--- src/rtl/proposal_sram_packer.sv ---
// Packs a valid/ready byte stream into Q-byte rows and issues one masked SRAM write per row.
// Optional: define PROPOSAL_PACK_ZERO_FILL_EN to write partial rows in full with zeroed unused bytes.
module proposal_sram_packer #(
    parameter int ADDR_SPACE = 4,
    parameter int Q          = 16,
    parameter int BW         = 8
) (
    input  logic                  clk,
    input  logic                  rst_n,
    input  logic                  start,
    input  logic                  in_valid,
    output logic                  in_ready,
    input  logic [BW-1:0]         in_data,
    input  logic                  in_last,
    output logic                  sram_wsb,
    output logic [BW*Q-1:0]       sram_wdata,
    output logic [Q-1:0]          sram_bytemask,
    output logic [ADDR_SPACE-1:0] sram_waddr,
    output logic                  busy,
    output logic                  done,
    output logic [ADDR_SPACE:0]   row_count
);
    localparam int                    IDXW     = (Q > 1) ? $clog2(Q) : 1;
    localparam logic [IDXW-1:0]       LAST_IDX = IDXW'(Q - 1);
    localparam logic [ADDR_SPACE-1:0] TOP_ROW  = '1;
`ifdef PROPOSAL_PACK_ZERO_FILL_EN
    localparam bit ZERO_FILL = 1'b1;
`else
    localparam bit ZERO_FILL = 1'b0;
`endif

    typedef enum logic [1:0] {S_IDLE, S_RUN, S_FLUSH} state_t;
    state_t r_state, w_state_nxt;

    logic [IDXW-1:0]       r_idx;
    logic [ADDR_SPACE-1:0] r_row;
    logic [ADDR_SPACE:0]   r_row_count;
    logic [Q-1:0][BW-1:0]  r_buf;
    logic                  r_wsb;
    logic [Q-1:0][BW-1:0]  r_wdata;
    logic [Q-1:0]          r_mask;
    logic [ADDR_SPACE-1:0] r_waddr;
    logic                  r_done;

    logic                  w_xfer;
    logic                  w_row_done;
    logic                  w_frame_end;
    logic                  w_start;
    logic [Q-1:0][BW-1:0]  w_row;
    logic [Q-1:0][BW-1:0]  w_wdata;
    logic [Q-1:0]          w_mask;

    assign w_xfer      = in_valid && (r_state == S_RUN);
    assign w_row_done  = w_xfer && (in_last || (r_idx == LAST_IDX));
    // The top row ends the frame even without in_last; the address never wraps.
    assign w_frame_end = w_row_done && (in_last || (r_row == TOP_ROW));
    assign w_start     = start && (r_state == S_IDLE);

    assign in_ready      = (r_state == S_RUN);
    assign busy          = (r_state != S_IDLE);
    assign done          = r_done;
    assign row_count     = r_row_count;
    assign sram_wsb      = r_wsb;
    assign sram_wdata    = r_wdata;
    assign sram_bytemask = r_mask;
    assign sram_waddr    = r_waddr;

    always_comb begin
        w_state_nxt = r_state;
        case (r_state)
            S_IDLE:  if (w_start) w_state_nxt = S_RUN;
            S_RUN:   if (w_frame_end) w_state_nxt = S_FLUSH;
            S_FLUSH: w_state_nxt = S_IDLE;
            default: w_state_nxt = S_IDLE;
        endcase
    end

    // Row image including the byte on the bus, so a completing transfer writes without a stall.
    always_comb begin
        w_row        = r_buf;
        w_row[r_idx] = in_data;
        w_wdata      = w_row;
        w_mask       = '0;
        for (int k = 0; k < Q; k++) begin
            if (r_idx < IDXW'(k)) begin
                w_wdata[k] = ZERO_FILL ? '0 : w_row[k];
                w_mask[k]  = ~ZERO_FILL;
            end
        end
    end

    always_ff @(posedge clk or negedge rst_n) begin
        if (!rst_n) begin
            r_state     <= S_IDLE;
            r_idx       <= '0;
            r_row       <= '0;
            r_row_count <= '0;
            r_buf       <= '0;
            r_wsb       <= 1'b1;
            r_wdata     <= '0;
            r_mask      <= '1;
            r_waddr     <= '0;
            r_done      <= 1'b0;
        end else begin
            r_state <= w_state_nxt;
            r_wsb   <= 1'b1;
            r_mask  <= '1;
            r_done  <= (r_state == S_FLUSH);
            if (w_start) begin
                r_idx       <= '0;
                r_row       <= '0;
                r_row_count <= '0;
            end
            if (w_xfer) begin
                r_buf <= w_row;
                r_idx <= w_row_done ? '0 : r_idx + 1'b1;
            end
            if (w_row_done) begin
                r_wsb       <= 1'b0;
                r_wdata     <= w_wdata;
                r_mask      <= w_mask;
                r_waddr     <= r_row;
                r_row       <= r_row + 1'b1;
                r_row_count <= r_row_count + 1'b1;
            end
        end
    end
endmodule
--- config.mk ---
export PLATFORM = sky130hd
export DESIGN_NAME = proposal_sram_packer
export DESIGN_NICKNAME = d
export VERILOG_FILES = /design/src/rtl/proposal_sram_packer.sv
export SDC_FILE = /design/constraint.sdc
export NUM_CORES = 1
export LEC_CHECK = 0
export ABC_AREA = 0
export CAP_MARGIN = 5
export CORE_MARGIN = 1.5
export CORE_UTILIZATION = 37
export DETAILED_ROUTE_END_ITERATION = 16
export GPL_TIMING_DRIVEN = 0
export HOLD_SLACK_MARGIN = 0.08
export PLACE_DENSITY = 0.68
export RECOVER_POWER = 50
export SLEW_MARGIN = 20
export SYNTH_ARGS = -nofsm -noshare
export SYNTH_HDL_FRONTEND = slang
export SYNTH_SLANG_ARGS = --single-unit
--- constraint.sdc ---
create_clock -name clk -period 2.5 [get_ports clk]
set_clock_uncertainty 0.2 [all_clocks]
set_input_delay 0.5 -clock clk [delete_from_list [all_inputs] [get_ports clk]]
set_output_delay 0.5 -clock clk [all_outputs]
set_load 0.02 [all_outputs]
==> summary.md, run 1 <==
| Metric | Value |
|---|---|
| Clock Pin Slew Worst Setup and Hold Paths | `0.06 ns` |
| Port Buffers | `169` |
| Xor/xnor share of the synthesized area | `0.3424%` |
| Compound-Gate Fraction of Synth Area | `12.26%` |
| Core area | `33780 um^2` |
| DR vias/cell | `5.434` |
| Share of layout cells above drive strength 1 | `19.75%` |
| Post-route setup TNS | `0 ns` |
| Leak | `0.007505 uW` |
| Clk pwr share | `30.3%` |
| Root Driver | `clkbuf_16` |
| Reg power frac | `44.7%` |
| Synth-to-Final Area Change | `25.78%` |
| Pin count of the biggest net entering global routing | `101` |
| PD cells | `850.8 nW/um^2` |
| Asr flop ratio synth | `100.0%` |
| Internal | `9493 uW` |
| Uppermost layer routed | `met4` |
| Multi-input gate area | `4997 um^2` |
| Via count | `9325` |
| Synth Flop Type | `dfrtp_1` |
| Global Route Usage Sum | `20.93%` |
| CTS tree | `done` |
| Syn Inst Count | `1040` |
| CTS H-tree depth | `1` |
| Yosys cell types | `49` |
| Outcome | `complete, no violations` |
| Largest family of logic cells by synthesized area | `multiplexers` |
| Slew Viols, Final | `0` |
| Critical Path RT | `1.80 ns` |
| Post-Route M1 WL | `16810 um` |
| Sw Share | `30.64%` |
| # DRC | `0` |
| Multiplexer share of the synthesized area | `21.25%` |
| RSZ-0062 raised after global routing | `no` |
| Final Hold Viols | `0` |
| Reg area | `7327 um^2` |
| Setup Viol. Count Final | `0` |
| Synth Area in Adders | `0.5870%` |
| Drt pass-1 iters | `8` |
| Number of flops mapped to enable cells by yosys | `0` |
| Nets | `1265` |
| Critical Setup Path Class | `flop to primary output` |
| MaxCap Viol Count | `0` |
| FF+latch count, synth | `292` |
| Crit path max fanout | `2` |
| First-pass GRT wire length | `57310 um` |
| Most common cell after layout, fill and taps aside | `dfrtp_1` |
| Die area | `35690 um^2` |
| Worst-margin pin slew | `0.9512 ns` |
| Slew headroom | `36.59%` |
| Synthesized net count | `1059` |
| TritonCTS sink count | `292` |
| Synth warnings | `0` |
| Synthesized area | `12790 um^2` |
| Tightest Hold Check Type | `input port to asynchronous set/reset pin` |
| Clk_lat worst skew | `0.56 ns` |
| Total gr overflow | `0` |
| Post-DP HPWL | `25850 um` |
| Logic pwr share | `25.0%` |
| Chip Height | `188.9 um` |
| Clock tree buffer depth | `3` |
| Met3 wire len | `2436 um` |
| Period minus WS final | `2.439 ns` |
| I/O Pins | `170` |
| Initial antenna violation count | `0` |
| Tightest hold margin | `0.1980 ns` |
| Max VDD drop | `677.3 uV` |
| Starting Density | `37.86%` |
| Tcrit/Tclk final | `97.55%` |
| Mapped Avg Cell Area | `12.30 um^2` |
| Drt total wl | `37700 um` |
| Critical path capture point type | `primary output` |
| Metal2 WL | `17490 um` |
| Row count | `67` |
| Routed length per instance | `21.97 um` |
| Initial DRC count | `795` |
| Filler cell count | `3050` |
| Most frequent cells in the layout | `276 x dfrtp_1, 255 x o21ai_0, 145 x clkdlybuf4s50_1` |
| RD Place Congestion | `0.9302` |
| Num CTS Buffers | `30` |
| Placed cell area | `15130 um^2` |
| Net switching power | `4194 uW` |
| Worst reg2reg path depth | `5` |
| Vias in the first global route | `9393` |
| Seq/Total Area, Yosys | `57.29%` |
| CP Launch Type | `flop` |
| Fmax | `0.4101 GHz` |
| CP Data Arrival Time | `1.74 ns` |
| Post-Synth Simple-Gate Area | `4.441%` |
| Cell area after layout | `16090 um^2` |
| Final antenna-violating net count | `0` |
| Die W | `188.9 um` |
-- worst paths after layout --
check | start | end | slack [ns]
worst max-delay path | sram_bytemask[0] | sram_bytemask[0] | 0.06
worst min-delay path | rst_n | row_count[0] | 0.20
worst max register to register | r_idx[1] | r_buf[122] | 0.08
worst min register to register | r_buf[12] | r_buf[12] | 0.30
max in group asynchronous | rst_n | r_buf[74] | 0.30
min in group clk | r_buf[12] | r_buf[12] | 0.30
-- area by class of cell --
| type | instances | share of cell area (%) |
|---|---|---|
| diodes | 2 | 0.03111 |
| repair buffers | 176 | 11.25 |
| plain buffers | 103 | 2.854 |
| well taps | 448 | 3.484 |
| clock buffers | 47 | 5.382 |
| multi-input cells | 634 | 31.06 |
| clock inverters | 5 | 0.1556 |
| inverters | 9 | 0.2256 |
| flip-flops and latches | 292 | 45.55 |
-- per-stage QoR --
step           utilization [%]  setup WS [ns]  power, uW  std cells
6_report                 47.62        0.06135      13690       1716
5_1_grt                  47.60       0.002140      14280       1714
4_1_cts                  47.55        0.02931      13790       1714
3_5_place_dp             44.78        -0.7642       9622       1660
3_3_place_gp             44.52         -11.69       9532       1657
2_1_floorplan                -         0.3607       7936       1040
-- power groups by stage --
stage / Combinational [uW] / Sequential [uW] / Clock [uW]
after floorplan: 1380 / 6550 / 0
after global placement: 3360 / 6170 / 0
after detailed placement: 3440 / 6190 / 0
after CTS: 3460 / 6120 / 4210
after global routing: 3680 / 6210 / 4390
final: 3420 / 6110 / 4150
-- cells in the mapped netlist, drive strengths merged, types with 4 or more instances --
master / count / share of area [%]
nor2: 8 / 0.33
mux2: 132 / 12
nand2: 7 / 0.21
dfrtp: 276 / 54
buf: 28 / 1.3
inv: 9 / 0.26
mux2i: 120 / 9.4
o2bb2ai: 8 / 0.55
o211ai: 11 / 0.65
clkbuf: 77 / 2.3
nand4: 4 / 0.29
dfstp: 16 / 3.3
nand3: 15 / 0.59
ha: 6 / 0.59
a31oi: 10 / 0.54
and4: 10 / 0.68
nor3b: 7 / 0.59
o21ai: 255 / 10
nand3b: 9 / 0.63
-- repair_timing --
item,in CTS,in global routing
gates resized for setup,10,14
hold endpoints to repair,84,0
pin swaps,1,1
setup endpoints to repair,152,118
hold buffers,1,0
buffers inserted,1,2
cloned,0,0
-- worst max-delay path, cell delays in order, from the launching register on --
cell	delay (ns)
dfstp_2	0.53
buf_4	0.09
clkdlybuf4s50_1	0.58
-- state kept, by name (all words and copies together), names as in the netlist --
name and flops:
done 1, r_buf 128, r_idx 4, r_row 4, r_state 2, row_count 5, sram_bytemask 16, sram_waddr 4
sram_wdata 128
-- layer usage --
| layer | up-vias | global-route usage (%) |
|---|---|---|
| li1 | 4169 | - |
| met1 | 4759 | 29.88 |
| met2 | 329 | 32.78 |
| met3 | 68 | 3.411 |
| met4 | 0 | 6.288 |
| met5 | - | 0 |
-- cell families (layout without fill, tap and decap cells) --
family,after synthesis,count (layout)
adder cells (fa/ha/maj),6,6
flip-flops,292,292
AO/OA/AOI/OAI,294,294
other,0,2
buffers and inverters,114,340
multiplexers,252,252
XOR/XNOR,5,5
AND/OR/NAND/NOR,77,77
Note: power is estimated with default switching activity, not from simulation.
==> inputs of run 2 (changes only) <==
--- a/config.mk
+++ b/config.mk
@@ -7,7 +7,7 @@
 export LEC_CHECK = 0
 export ABC_AREA = 0
 export CAP_MARGIN = 5
-export CORE_MARGIN = 1.5
+export CORE_MARGIN = 10
 export CORE_UTILIZATION = 37
 export DETAILED_ROUTE_END_ITERATION = 16
 export GPL_TIMING_DRIVEN = 0
==> run 2 against run 1 <==
Against the previous run: global-route usage fell by 2.7 points; worst setup slack worse by 0.015 ns; non-clock buffer count rose by 2; final cell count up 0.64%; largest cell class unchanged.
==> summary.md, run 2 (synthesized netlist as in run 1, its figures left out) <==
| Metric | Value |
|---|---|
| First-pass GRT wire length | `59740 um (+4.2%)` |
| DR vias/cell | `5.448 (+0.25%)` |
| Critical path capture point type | `primary output` |
| Vias in the first global route | `9539 (+1.6%)` |
| Share of layout cells above drive strength 1 | `20.20% (+0.46 points)` |
| Starting Density | `37.30% (-0.56 points)` |
| Port Buffers | `169 (unchanged)` |
| RD Place Congestion | `0.9214 (-0.95%)` |
| Slew headroom | `32.67% (-3.9 points)` |
| Clock tree buffer depth | `3 (unchanged)` |
| Via count | `9408 (+0.89%)` |
| CTS tree | `done` |
| Final antenna-violating net count | `0 (unchanged)` |
| Most frequent cells in the layout | `274 x dfrtp_1, 255 x o21ai_0, 156 x clkdlybuf4s50_1` |
| Leak | `0.007515 uW (+0.12%)` |
| Clock Pin Slew Worst Setup and Hold Paths | `0.06 ns (about the same)` |
| Fmax | `0.4075 GHz (-0.63%)` |
| Worst-margin pin slew | `1.010 ns (+0.05867 ns)` |
| RSZ-0062 raised after global routing | `no` |
| Reg power frac | `43.4% (-1.3 points)` |
| Critical Path Max Stage Delay | `0.59 ns (about the same)` |
| CP Launch Type | `flop` |
| Post-DP HPWL | `27920 um (+8.0%)` |
| Non-Filler Instances | `1727 (+0.64%)` |
| Post-route setup TNS | `0 ns (unchanged)` |
| Die W | `205.9 um (+9.0%)` |
| PD cells | `866.9 nW/um^2 (+1.9%)` |
| Reg area | `7330 um^2 (about the same)` |
| Logic pwr share | `25.0% (about the same)` |
| Tcrit/Tclk final | `98.16% (+0.61 points)` |
| Clk_lat worst skew | `0.57 ns (about the same)` |
| Reg2Reg Setup Slack | `0.08 ns (about the same)` |
| Filler cell count | `3082 (+1.0%)` |
| CP Data Arrival Time | `1.75 ns (about the same)` |
| CTS H-tree depth | `1 (unchanged)` |
| Multi-input gate area | `4974 um^2 (-0.48%)` |
| Crit path max fanout | `2 (unchanged)` |
| Total power | `14020 uW (+2.4%)` |
| Internal | `9732 uW (+2.5%)` |
| Tightest Hold Check Type | `input port to asynchronous set/reset pin` |
| Tightest hold margin | `0.2185 ns (+0.02053 ns)` |
| Row count | `68 (+1.5%)` |
| Max VDD drop | `592.2 uV (-13%)` |
| Drt total wl | `39820 um (+5.6%)` |
| DP Worst Slack | `-0.7345 ns (+0.02976 ns)` |
| Critical Setup Path Class | `flop to primary output` |
| Net switching power | `4290 uW (+2.3%)` |
| Drt pass-1 iters | `5 (-3)` |
| Initial antenna violation count | `0 (unchanged)` |
| Sw Share | `30.60% (-0.045 points)` |
| Crit-path cells | `buf_4, clkdlybuf4s50_1` |
| Nets | `1267 (+0.16%)` |
| Total gr overflow | `0 (unchanged)` |
| Routed length per instance | `23.06 um (+5.0%)` |
| Synth-to-Final Area Change | `26.47%` |
| Critical Path RT | `1.80 ns (about the same)` |
| # DRC | `0 (unchanged)` |
| Dpl cells | `1667 (+0.42%)` |
| N_diodes | `0 (-2)` |
| Clk pwr share | `31.6% (+1.3 points)` |
| Chip Height | `205.9 um (+9.0%)` |
| Slew Viols, Final | `0 (unchanged)` |
| TritonCTS sink count | `292 (unchanged)` |
| Core area | `34290 um^2 (+1.5%)` |
| Die area | `42400 um^2 (+19%)` |
| Global Route Usage Sum | `18.25% (-2.7 points)` |
| Final Hold Viols | `0 (unchanged)` |
| I/O Pins | `170 (unchanged)` |
| Setup ws final | `0.04597 ns (-0.01537 ns)` |
| MaxCap Viol Count | `0 (unchanged)` |
| Pin count of the biggest net entering global routing | `102 (+0.99%)` |
| Setup Viol. Count Final | `0 (unchanged)` |
| Period minus WS final | `2.454 ns (+0.01537 ns)` |
| Max stage delay cell, worst path | `clkdlybuf4s50_1` |
| Initial DRC count | `561 (-29%)` |
| Root Driver | `clkbuf_16` |
| Most common cell after layout, fill and taps aside | `dfrtp_1` |
| Num CTS Buffers | `30 (unchanged)` |
| Outcome | `complete, no violations` |
-- run 2: cell types whose count changed in the layout (fill, tap and decap cells not counted), sizes merged --
cell,before,now
clkdlybuf4s50,145,156
dlygate4sd3,22,11
clkbuf,126,136
clkinv,5,1
buf,31,29
clkinvlp,0,2
diode,2,0
-- run 2: worst max-delay path: cells and delay by family, from the launching register on --
family | cells | cell delay (ns)
buffers and inverters | 2 | 0.68
DFF | 1 | 0.53
-- run 2: metrics by stage --
stage	area, um^2	util [%]
final	16180	47.18
after CTS	16170	47.15
after detailed placement	15140	44.15
after global routing	16180	47.18
after global placement	15050	43.90
after floorplan	12790	-
-- run 2: power by group through the flow --
stage          sequential (uW)  combinational [uW]  clock [uW]
2_1_floorplan             6550                1380           0
3_3_place_gp              6130                3470           0
3_5_place_dp              6160                3540           0
4_1_cts                   6090                3560        4500
5_1_grt                   6180                3780        4700
6_report                  6090                3500        4430
-- run 2: final timing paths --
path                       cells past startpoint               end        startpoint
hold reg to reg                                1   sram_wdata[127]   sram_wdata[127]
setup reg to reg                               7     sram_waddr[2]          r_idx[1]
hold / removal                                 2     sram_wdata[8]             rst_n
max in group asynchronous                      3          r_idx[1]             rst_n
min in group clk                               1   sram_wdata[127]   sram_wdata[127]
setup / recovery                               2  sram_bytemask[0]  sram_bytemask[0]
-- run 2: layout make-up --
| type | instances | share of cell area [%] |
|---|---|---|
| sequential | 292 | 45.31 |
| clock buffer | 53 | 5.933 |
| multi-input combinational | 634 | 30.75 |
| timing repair buffer | 178 | 11.27 |
| inverter | 9 | 0.2088 |
| clock inverter | 3 | 0.1238 |
| tap | 455 | 3.519 |
| buffer | 103 | 2.885 |
-- run 2: per-layer routing --
layer / vias to the layer above / global-route usage [%] / wire length, um
met4: 0 / 5.916 / 1214
li1: 4167 / - / -
met3: 68 / 4.154 / 2960
met2: 325 / 29.05 / 18490
met1: 4848 / 24.18 / 17150
met5: - / 0 / 0
-- run 2: what timing repair did --
action	4_1_cts	5_1_grt
pin swaps	1	0
setup endpoints to repair	163	153
gates resized for setup	8	23
endpoints found under the hold margin	121	0
buffers inserted	2	3
hold buffers	1	0
==> inputs of run 3 (changes only) <==
--- a/config.mk
+++ b/config.mk
@@ -14,6 +14,7 @@
 export HOLD_SLACK_MARGIN = 0.08
 export PLACE_DENSITY = 0.68
 export RECOVER_POWER = 50
+export REMOVE_ABC_BUFFERS = 1
 export SLEW_MARGIN = 20
 export SYNTH_ARGS = -nofsm -noshare
 export SYNTH_HDL_FRONTEND = slang
==> run 3 against run 2 <==
Against the previous run: wire length is 11% lower; clock power is 2% lower; global-route usage is 2.1 points lower; final cell count is 3.9% lower; total power is 1.2% lower; largest cell class unchanged; combinational power is 2% lower; critical path depth is 1 higher; critical path type unchanged; non-clock buffer count is 69 lower; register-to-register slack worse by 0.02 ns; first-iteration DRC count is 27% lower; die area stayed put; hold slack worse by 0.023 ns.
==> summary.md, run 3 (synthesized netlist as in run 1, its figures left out) <==
| Metric | Value |
|---|---|
| Nets | `1203 (-5.1%)` |
| Row count | `68 (unchanged)` |
| Final Hold Viols | `0 (unchanged)` |
| Clock tree buffer depth | `3 (unchanged)` |
| Drt pass-1 iters | `6 (+1)` |
| Port Buffers | `169 (unchanged)` |
| Outcome | `complete, no violations` |
| Filler cell count | `3030 (-1.7%)` |
| Post-DP HPWL | `22510 um (-19%)` |
| Fmax | `0.4078 GHz (about the same)` |
| Worst-margin pin slew | `1.270 ns (+0.2599 ns)` |
| Max VDD drop | `526.6 uV (-11%)` |
| Post-Route M1 WL | `15460 um (-9.8%)` |
| Clk pwr share | `31.3% (-0.3 points)` |
| Period minus WS final | `2.452 ns (-0.001880 ns)` |
| Final antenna-violating net count | `0 (unchanged)` |
| Starting Density | `37.30% (unchanged)` |
| Die area | `42400 um^2 (unchanged)` |
| N_diodes | `0 (unchanged)` |
| Top Family by Delay on Critical Path | `buffers and inverters` |
| Critical Setup Path Class | `flop to primary output` |
| Pin count of the biggest net entering global routing | `102 (unchanged)` |
| Die W | `205.9 um (unchanged)` |
| DR vias/cell | `5.345 (-1.9%)` |
| Routed length per instance | `21.34 um (-7.4%)` |
| DP Worst Slack | `-1.543 ns (-0.8086 ns)` |
| Uppermost layer routed | `met4` |
| Metal2 WL | `17300 um (-6.4%)` |
| Most frequent cells in the layout | `270 x dfrtp_1, 255 x o21ai_0, 156 x clkdlybuf4s50_1` |
| Setup ws final | `0.04785 ns (+0.001880 ns)` |
| PD cells | `846.9 nW/um^2 (-2.3%)` |
| Met3 wire len | `2066 um (-30%)` |
| Drt total wl | `35430 um (-11%)` |
| Clk_lat worst skew | `0.55 ns (-0.02 ns)` |
| Max stage delay cell, worst path | `dfrtp_2` |
| Initial antenna violation count | `0 (unchanged)` |
| Vias in the first global route | `9092 (-4.7%)` |
| Via count | `8872 (-5.7%)` |
| Post-Route Utilization | `47.71% (+0.53 points)` |
| Leak | `0.007578 uW (+0.85%)` |
| CTS H-tree depth | `1 (unchanged)` |
| CP Data Arrival Time | `1.75 ns (about the same)` |
| # DRC | `0 (unchanged)` |
| Crit-path cells | `clkbuf_1, or2_2, dlygate4sd2_1` |
| Slew headroom | `15.35% (-17 points)` |
| Reg power frac | `44.0% (+0.6 points)` |
| Tcrit/Tclk final | `98.09% (about the same)` |
| Sw Share | `29.83% (-0.77 points)` |
| Multi-input gate area | `5076 um^2 (+2.1%)` |
| Logic pwr share | `24.7% (-0.3 points)` |
| Slew Viols, Final | `0 (unchanged)` |
| MaxCap Viol Count | `0 (unchanged)` |
| Critical path capture point type | `primary output` |
| Initial DRC count | `408 (-27%)` |
| Core area | `34290 um^2 (unchanged)` |
| Reg area | `7340 um^2 (+0.14%)` |
| Internal | `9722 uW (about the same)` |
| Most common cell after layout, fill and taps aside | `dfrtp_1` |
| Critical Path RT | `1.80 ns (about the same)` |
| Tightest Hold Check Type | `input port to asynchronous set/reset pin` |
| Num CTS Buffers | `31 (+3.3%)` |
| Critical Path Max Stage Delay | `0.44 ns (-0.15 ns)` |
| First-pass GRT wire length | `54370 um (-9.0%)` |
| Dpl cells | `1582 (-5.1%)` |
| Clock Pin Slew Worst Setup and Hold Paths | `0.06 ns (about the same)` |
| Net switching power | `4132 uW (-3.7%)` |
| Total power | `13850 uW (-1.2%)` |
| Chip Height | `205.9 um (unchanged)` |
| Global Route Usage Sum | `16.13% (-2.1 points)` |
| Total gr overflow | `0 (unchanged)` |
| RD Place Congestion | `0.7086 (-23%)` |
| I/O Pins | `170 (unchanged)` |
| Synth-to-Final Area Change | `27.90%` |
| CTS tree | `done` |
| TritonCTS sink count | `292 (unchanged)` |
| Worst Path Buf+Inv | `2 (unchanged)` |
| Root Driver | `clkbuf_16` |
| Crit path max fanout | `3 (+1)` |
| Tightest hold margin | `0.1955 ns (-0.02303 ns)` |
| RSZ-0062 raised after global routing | `yes` |
| Setup Viol. Count Final | `0 (unchanged)` |
| CP Launch Type | `flop` |
| Share of layout cells above drive strength 1 | `22.99% (+2.8 points)` |
| Non-Filler Instances | `1660 (-3.9%)` |
[run 3: changes by cell type in the layout (fill, tap and decap cells not counted), moves of 5 or more]
cell / previous run / this run
buf_2: 16 / 8
dlygate4sd3_1: 11 / 1
clkbuf_2: 16 / 0
nor3b_1: 6 / 1
buf_16: 2 / 17
buf_4: 3 / 19
clkbuf_1: 78 / 14
[run 3: layout make-up]
type,count,area share [%]
Multi-Input combinational cell,637,31.03
Inverter,9,0.2830
Sequential cell,292,44.87
Timing Repair inverter,1,0.05354
Clock buffer,48,5.377
Clock inverter,6,0.3671
Timing Repair Buffer,212,14.54
Tap cell,455,3.480
[run 3: worst reg2reg max path, cell delays in order, from the launching register on]
cell and delay (ns):
dfrtp_4 0.67, buf_16 0.24, nand3_1 0.41, nor2_4 0.42, mux2_2 0.38
[run 3: path summary, 6_finish.rpt]
path                            cells after the start       startpoint         endpoint  slack (ns)
worst max-delay path                                3       r_state[0]             busy        0.05
worst min-delay path                                2            rst_n   sram_wdata[27]        0.20
worst max register to register                      4         r_idx[3]       r_buf[124]        0.06
worst min register to register                      2  sram_wdata[111]  sram_wdata[111]        0.30
max in group asynchronous                           3            rst_n        r_buf[84]        0.35
min in group clk                                    3       in_data[1]   sram_wdata[89]        0.27
[run 3: power groups by stage]
stage	Clock (uW)	Combinational, uW	Sequential [uW]
finish	4330	3420	6100
global route	4630	3720	6200
CTS	4460	3460	6100
detailed placement	0	3400	6170
global placement	0	3200	6170
floorplan	0	1240	6590
[run 3: layer usage]
metal	GRT usage [%]	vias up
li1	-	4021
met1	21.15	4591
met2	27.21	214
met3	3.025	46
met4	3.466	0
met5	0	-
[run 3: what timing repair did]
action                                  4_1_cts  5_1_grt
setup buffers                                10        9
cloned                                        2        2
hold endpoints to repair                    187        0
endpoints found under the setup margin      265      159
pin swaps                                     7        5
gates resized for setup                      16        7
hold buffers                                  1        0
[run 3: per-stage QoR]
stage	cell area [um^2]	setup TNS [ns]
3_5_place_dp	15150	-265.73
5_1_grt	16360	-0.1387
6_report	16360	0
3_3_place_gp	14590	-4708.74
2_1_floorplan	12330	-464.87
4_1_cts	16280	0
